### src/rtl/irq_pkg.sv
// Shared constants for the interrupt controller: register addresses and FSM states.
package irq_pkg;

    localparam logic [1:0] IRQ_MASK  = 2'd0;
    localparam logic [1:0] IRQ_MODE  = 2'd1;
    localparam logic [1:0] IRQ_PEND  = 2'd2;
    localparam logic [1:0] IRQ_INSVC = 2'd3;

    typedef enum logic [1:0] {
        IDLE    = 2'd0,
        REQ     = 2'd1,
        SERVICE = 2'd2
    } irq_state_e;

endpackage

### src/rtl/irq_sync_edge.sv
// One interrupt input: multi-flop synchroniser followed by a registered level and
// a registered one-cycle rise pulse, both aligned to the same clock edge.
module irq_sync_edge #(
    parameter int SYNC_STAGES = 2
) (
    input  logic clk,
    input  logic reset,
    input  logic irq_i,
    output logic level_o,
    output logic rise_o
);

    logic [SYNC_STAGES-1:0] sync_q;
    logic                   level_q;
    logic                   rise_q;

    // Registering rise alongside level keeps edge and level channels at equal latency.
    always_ff @(posedge clk) begin
        if (reset) begin
            sync_q  <= '0;
            level_q <= 1'b0;
            rise_q  <= 1'b0;
        end else begin
            sync_q  <= {sync_q[SYNC_STAGES-2:0], irq_i};
            level_q <= sync_q[SYNC_STAGES-1];
            rise_q  <= sync_q[SYNC_STAGES-1] & ~level_q;
        end
    end

    assign level_o = level_q;
    assign rise_o  = rise_q;

endmodule

### src/rtl/interrupt_controller.sv
// Prioritised interrupt controller: per-channel sync, edge/level pending, mask,
// single-request ack/eoi handshake to the CPU and a small config register port.
module interrupt_controller
    import irq_pkg::*;
#(
    parameter  int CHANNELS    = 8,
    parameter  int SYNC_STAGES = 2,
    localparam int ID_W        = (CHANNELS > 1) ? $clog2(CHANNELS) : 1
) (
    input  logic                clk,
    input  logic                reset,
    input  logic [CHANNELS-1:0] irq_in,
    output logic                int_req,
    output logic [ID_W-1:0]     int_id,
    input  logic                int_ack,
    input  logic                int_eoi,
    input  logic                cfg_we,
    input  logic [1:0]          cfg_addr,
    input  logic [CHANNELS-1:0] cfg_wdata,
    output logic [CHANNELS-1:0] cfg_rdata
);

    logic [CHANNELS-1:0] level;
    logic [CHANNELS-1:0] rise;

    for (genvar g = 0; g < CHANNELS; g++) begin : g_sync
        irq_sync_edge #(
            .SYNC_STAGES(SYNC_STAGES)
        ) u_sync (
            .clk    (clk),
            .reset  (reset),
            .irq_i  (irq_in[g]),
            .level_o(level[g]),
            .rise_o (rise[g])
        );
    end

    // Lowest set index wins.
    function automatic logic [ID_W-1:0] prio_enc(input logic [CHANNELS-1:0] v);
        logic [ID_W-1:0] r;
        r = '0;
        for (int i = CHANNELS - 1; i >= 0; i--) begin
            if (v[i]) r = ID_W'(i);
        end
        return r;
    endfunction

    irq_state_e          state_q, state_d;
    logic                req_q, req_d;
    logic [ID_W-1:0]     id_q, id_d;
    logic [CHANNELS-1:0] mask_q, mask_d;
    logic [CHANNELS-1:0] mode_q, mode_d;
    logic [CHANNELS-1:0] pend_q, pend_d;
    logic [CHANNELS-1:0] insvc_q, insvc_d;
    logic [CHANNELS-1:0] rdata_q, rdata_d;

    logic [CHANNELS-1:0] req_vec;
    logic [CHANNELS-1:0] id_onehot;
    logic [CHANNELS-1:0] clr;
    logic                ack_go;

    always_comb begin
        req_vec   = pend_q & mask_q;
        id_onehot = CHANNELS'(1) << id_q;
        ack_go    = (state_q == REQ) && int_ack;

        clr = '0;
        if (cfg_we && cfg_addr == IRQ_PEND) clr = clr | cfg_wdata;
        if (ack_go)                         clr = clr | id_onehot;

        // A rise in the same cycle as a clear must leave the channel pending.
        pend_d = (mode_q & ((pend_q & ~clr) | rise)) | (~mode_q & level);
        mask_d = (cfg_we && cfg_addr == IRQ_MASK) ? cfg_wdata : mask_q;
        mode_d = (cfg_we && cfg_addr == IRQ_MODE) ? cfg_wdata : mode_q;

        state_d = state_q;
        req_d   = req_q;
        id_d    = id_q;
        insvc_d = insvc_q;

        case (state_q)
            IDLE: begin
                if (req_vec != '0) begin
                    id_d    = prio_enc(req_vec);
                    req_d   = 1'b1;
                    state_d = REQ;
                end else begin
                    req_d = 1'b0;
                end
            end
            REQ: begin
                if (int_ack) begin
                    insvc_d = id_onehot;
                    req_d   = 1'b0;
                    state_d = SERVICE;
                end else if (req_vec == '0) begin
                    req_d   = 1'b0;
                    state_d = IDLE;
                end else begin
                    id_d = prio_enc(req_vec);
                end
            end
            SERVICE: begin
                if (int_eoi) begin
                    insvc_d = '0;
                    state_d = IDLE;
                end
            end
            default: begin
                req_d   = 1'b0;
                state_d = IDLE;
            end
        endcase

        // Readback reflects the contents after this cycle's write.
        case (cfg_addr)
            IRQ_MASK: rdata_d = mask_d;
            IRQ_MODE: rdata_d = mode_d;
            IRQ_PEND: rdata_d = pend_d;
            default:  rdata_d = insvc_d;
        endcase
    end

    always_ff @(posedge clk) begin
        if (reset) begin
            state_q <= IDLE;
            req_q   <= 1'b0;
            id_q    <= '0;
            mask_q  <= '0;
            mode_q  <= '1;
            pend_q  <= '0;
            insvc_q <= '0;
            rdata_q <= '0;
        end else begin
            state_q <= state_d;
            req_q   <= req_d;
            id_q    <= id_d;
            mask_q  <= mask_d;
            mode_q  <= mode_d;
            pend_q  <= pend_d;
            insvc_q <= insvc_d;
            rdata_q <= rdata_d;
        end
    end

    assign int_req   = req_q;
    assign int_id    = id_q;
    assign cfg_rdata = rdata_q;

endmodule

### config.mk
export PLATFORM = sky130hd
export DESIGN_NAME = interrupt_controller
export DESIGN_NICKNAME = d
export VERILOG_FILES = /design/src/rtl/irq_pkg.sv /design/src/rtl/irq_sync_edge.sv /design/src/rtl/interrupt_controller.sv
export SDC_FILE = /design/constraint.sdc
export NUM_CORES = 1
export LEC_CHECK = 0
export ABC_CLOCK_PERIOD_IN_PS = 1850
export CAP_MARGIN = 25
export CELL_PAD_IN_SITES_DETAIL_PLACEMENT = 1
export CELL_PAD_IN_SITES_GLOBAL_PLACEMENT = 1
export CORE_MARGIN = 2
export CORE_UTILIZATION = 43
export CTS_CLUSTER_DIAMETER = 50
export DETAILED_ROUTE_END_ITERATION = 12
export GPL_TIMING_DRIVEN = 0
export PLACE_DENSITY_LB_ADDON = 0.1
export SETUP_SLACK_MARGIN = 0.15
export SKIP_CTS_REPAIR_TIMING = 1
export SYNTH_ARGS = -nofsm -noshare
export SYNTH_HDL_FRONTEND = slang
export SYNTH_SLANG_ARGS = --single-unit
### constraint.sdc
create_clock -name clk -period 1.85 [get_ports clk]
set_input_delay 0.37 -clock clk [delete_from_list [all_inputs] [get_ports clk]]
set_output_delay 0.37 -clock clk [all_outputs]
set_load 0.01 [all_outputs]
* Yosys cells after proc, flatten, opt, wreduce, memory -nomap -nowiden
Index checks and enable logic that the tools add are counted.
** Word-level totals
- Bits in registers :: 78
- Latch bits :: 0
- Memory bits (writable) :: 0
- Memory bits (read-only) :: 0
- Output and inout port bits :: 12
- Logic and storage cells :: 109
- Memories :: 0
** Cells by class
- $add $sub $neg :: 0
- Multiply operators :: 0
- Div/mod/pow operators :: 0
- Order comparisons :: 0
- Equal/unequal tests :: 9
- Shifts and indexed selects :: 1
- Mux-type cells :: 29
- Bitwise gates (word level) :: 26
- Reductions and logical operators :: 12
** Operators by type and width (number)
- 8-bit 2-to-1 mux :: 6
- 3-bit 2-to-1 mux :: 11
- 8-bit bitwise AND :: 4
- 8-bit bitwise OR :: 3
- 8-bit case mux with 3 select lines :: 1
- 8-bit NOT :: 2
- 8-bit case mux with 2 select lines :: 1
- 1-bit NOT :: 9
- 1-bit bitwise AND :: 8
- 8-bit zero test :: 1
- 2-bit 2-to-1 mux :: 4
- 2-bit inequality test, second input constant :: 4
- 8-bit nonzero test :: 1
- 1-bit by 3-bit << shifter with 8-bit output, first input constant :: 1
- 2-bit case mux with 3 select lines :: 1
- 3-bit case mux with 2 select lines :: 1
- 2-bit by 1-bit == test with 1-bit output, second input constant :: 2
- 2-bit == test, second input constant :: 2
- 1-bit logical AND :: 4
- 2-bit zero test :: 2
- 4-bit AND reduction :: 1
- 1-bit 2-to-1 mux :: 3
- 3-bit by 2-bit inequality test with 1-bit output, second input constant :: 1
- 1-bit case mux with 3 select lines :: 1
- 3 further kinds :: 3

* Logic depth before layout (Yosys ltp)
- Depth in word-level cells :: 12
- Gate-level depth with buffers :: 6

* Modules after synthesis
A second synthesis with hierarchy kept.
** Unflattened totals
- Cells, all modules :: 344
- Area total of the unflattened synthesis :: 3298.2 µm²
** By module, submodules not included
- interrupt_controller :: times used 1, cells each 280, area each 2407.3 µm², sequential area each 920.9 µm²
- irq_sync_edge :: times used 8, cells each 8, area each 111.4 µm², sequential area each 80.1 µm²

* Worst setup path before layout
OpenSTA, ideal clock, no wires.
- Path kind :: register to register
- Start point :: reg state_q[0]
- End point :: reg rdata_q[1] (netlist: cfg_rdata[1])
- Setup time :: 0.135 ns
- Data arrival time :: 1.356 ns
- Setup slack :: 0.360 ns
- Cell stages (with the launch flop) :: 7
- Buffers on the path :: 0
- Clock period less this slack :: 1.490 ns
- Cell sequence :: dfxtp_1 inv_1 ha_1 nor2b_1 nand3b_1 a32oi_1 o221ai_1
** Between the ends
- Cells in the longest elaborated chain, start to end :: 9
- Elaborated cells between the ends (all ways) :: 11
** Ends and longest elaborated chain
- start: declaration :: line interrupt_controller.sv:48 : irq_state_e state_q, state_d;
- start signal: assignment :: line interrupt_controller.sv:135 : state_q <= state_d;
- 2-bit by 1-bit == test with 1-bit output :: line interrupt_controller.sv:65, interrupt_controller.sv:81
- 1-bit logical AND :: line interrupt_controller.sv:65 : ack_go = (state_q == REQ) && int_ack;
- 8-bit 2-to-1 mux :: line interrupt_controller.sv:69 : if (ack_go) clr = clr | id_onehot;
- 8-bit NOT :: line interrupt_controller.sv:72 : pend_d = (mode_q & ((pend_q & ~clr) | rise)) | (~mode_q & level);
- 8-bit bitwise AND :: line interrupt_controller.sv:72
- 8-bit bitwise OR :: line interrupt_controller.sv:72
- 8-bit bitwise AND :: line interrupt_controller.sv:72
- 8-bit bitwise OR :: line interrupt_controller.sv:72
- 8-bit case mux with 3 select lines (*) :: line interrupt_controller.sv:116 : case (cfg_addr)
- end signal: assignment :: line interrupt_controller.sv:142 : rdata_q <= rdata_d;
- end: declaration :: line interrupt_controller.sv:55 : logic [CHANNELS-1:0] rdata_q, rdata_d;
Mark *: on every way between the ends. The rest lies on a longest branch, timed or not.
A chain may end at the register's enable or synchronous reset.

* Worst setup path after layout
- Start point :: reg state_q[1]
- End point :: reg rdata_q[4] (netlist: cfg_rdata[4])
Same word-level chain as after synthesis.

==> impl_metrics.tcl <==
set metrics [dict create \
    status "complete, no violations" \
    crit_required_ns 2.07 \
    worst_pin_slew_ns 0.662 \
    antenna_cells 0 \
    ys_warn_count 0 \
    synth_fp_nets 393 \
    drt_iter0_markers 101 \
    nFillCells 905 \
    fin_ws_ns 0.0857 \
    whs_path_depth 1 \
    cts_sinks 78 \
    crit_path_start_kind "register" \
    routedWlPerCell_um 18.8 \
    coreArea_um2 7690 \
    ant_nets 0 \
    max-vdd-ir-drop_mv 0.404 \
    cts_root_buf "clkbuf_8" \
    ys_seq_elements 78 \
    final_cells 521 \
    multi_input_area_um2 1770 \
    p_int_mw 2.42 \
    endpoint_kind "register" \
    seqCellArea_um2 1570 \
    finish.net_count 441 \
    max_freq_mhz 567 \
    viasPerCell 5.50 \
    rows 32 \
    syn-mean-instance-area_um2 9.20 \
    port_buffers 33 \
    utilization_pct 53.4 \
    cts_inserted_buffers 9 \
    postSynthCellCount 367 \
    total_power_mw 3.31 \
    finalInstanceArea_um2 4110 \
    min_period_ns 1.76 \
    share_comb_of_total_power_pct 10.9 \
    min_path_type "reg -> reg" \
    die_w_um 92.6 \
    antenna_found_initial 0 \
    finalCritPeriodShare_pct 95.4 \
    drive_gt1_share_pct 14.6 \
    critPathMaxFanout 8 \
    grt_overflow 0 \
    p_leak_nw 1.61 \
    maxSlewViolCount 0 \
    dpl.hpwl_um 6850 \
    slowest_stage "dfxtp_1" \
    whs_ns 0.411 \
    first_pass_iters 5 \
    dieHeight_um 92.6 \
    ys_types 38 \
    dp.cells 502 \
    cts_tree "built" \
    dpl-instance-area_um2 3830 \
    layout_commonest_cell "dfxtp_1" \
    hold_viol 0 \
    slowest_delay_ns 0.33 \
    layout_common_cells "dfxtp_1, nor2b_1, nand2_1" \
    skew_ns 0.0104 \
    slew_headroom_pct 55.8 \
    power_switching_uw 886 \
    rsz0062_at_grt "yes" \
    start_util_pct 43.9 \
    grt_max_degree 14 \
    drc 0 \
    die_area_um2 8580 \
    maxCapViolCount 0 \
    crit_type "reg -> reg" \
    worstSkewPairLatency_ns 0.36 \
    setup_viol 0 \
    area.growth.synth_to_final_pct 21.6 \
    pin_count 35 \
    power.share.clock_pct 35.3 \
    synth_area_um2 3380 \
    fin_tns_setup_ns 0 \
    grt_pass1_wl_um 15400 \
    cp_data_arrival_time_ns 1.98 \
    preCtsSetupSlack_ns -0.482 \
    vias 2863 \
    grt_pass1_vias 2854 \
    rr_worst_depth 6 \
    grt_usage_pct 24.0 \
    switching_share_pct 26.8 \
    path_clk_slew_ns 0.09 \
    postRouteWirelength_um 9780 \
    clk_path_buf_depth 2 \
    ys_seq_area_share_pct 46.2 \
    p_seq_share_pct 53.8 \
    gp_congestion 0.855 \
    power_density_nw_per_um2 805 \
    path_cells "inv_1, ha_2, and4b_1, nand2b_1, a221oi_2, o221ai_1" \
    htree_levels 3 \
]
==> worst max-delay path: cells and delay by family (launching register included) <==
kind	cells	cell delay, ns
compound gates	2	0.49
simple gates	2	0.43
flops	1	0.33
fa+ha+maj	1	0.27
buf+inv	1	0.10
==> sequential cells by signal (all words and copies together), names as in the netlist <==
signal / cells
cfg_rdata: 8
g_sync.u_sync.level_o: 8
g_sync.u_sync.rise_o: 8
g_sync.u_sync.sync_q: 16
insvc_q: 8
int_id: 3
int_req: 1
mask_q: 8
mode_q: 8
pend_q: 8
state_q: 2
==> metal layers <==
| layer | wire (um) | share of wire [%] | global-route usage, % |
|---|---|---|---|
| met1 | 4670 | 48 | 32.5 |
| met5 | 0 | 0 | 0 |
| met2 | 4490 | 46 | 37.5 |
| met4 | 282 | 2.9 | 11.2 |
| met3 | 343 | 3.5 | 3.82 |
==> power by group through the flow <==
stage	combinational, mW	clock, mW	sequential [mW]
floorplan	0.192	0	1.81
detailed placement	0.349	0	1.82
global route	0.393	1.27	1.79
CTS	0.350	1.19	1.78
global placement	0.336	0	1.82
finish	0.362	1.17	1.78
==> final timing paths <==
path,from,to,slack [ns]
setup / recovery,state_q[1],cfg_rdata[4],0.09
setup reg to reg,state_q[1],cfg_rdata[4],0.09
hold / removal,g_sync[6].u_sync.level_o,g_sync[6].u_sync.rise_o,0.41
hold reg to reg,g_sync[6].u_sync.level_o,g_sync[6].u_sync.rise_o,0.41
==> final cells by class <==
cell class              instances  share of cell area (%)
multi-input cells             267                    43.0
flip-flops and latches         78                    38.2
repair buffers                 37                    8.89
clock buffers                  10                    3.35
well taps                     102                    3.11
plain buffers                  18                    2.19
clock inverters                 5                   0.853
inverters                       4                   0.366
==> cell families after synthesis <==
logic type / synth area share (%)
AO/OA/AOI/OAI: 15.7
adder cells (fa/ha/maj): 1.11
buffers and inverters: 2.93
flip-flops: 46.2
multiplexers: 7.04
AND/OR/NAND/NOR: 27.0
==> cell usage after synthesis, drive strengths merged <==
library cell,number,area [um2]
a211oi,2,15.0
a21oi,7,35.0
a221oi,3,45.0
a22oi,8,88.8
a31oi,3,18.8
a32oi,6,52.6
a41o,1,10.0
a41oi,6,52.6
and3b,1,8.76
and4,1,8.76
and4b,2,20.0
and4bb,1,12.5
buf,9,50.1
clkbuf,9,33.8
dfxtp,78,1560
ha,3,37.5
inv,4,15.0
mux2,6,67.6
mux2i,17,170
nand2,46,173
nand2b,14,87.6
nand3,5,25.0
nand3b,10,75.1
nand4,1,21.3
nand4b,1,8.76
nor2,29,109
nor2b,55,344
nor3,2,10.0
nor3b,1,7.51
o21a,1,7.51
o21ai,27,135
o221ai,8,70.1
(Power assumes the default switching activity.)
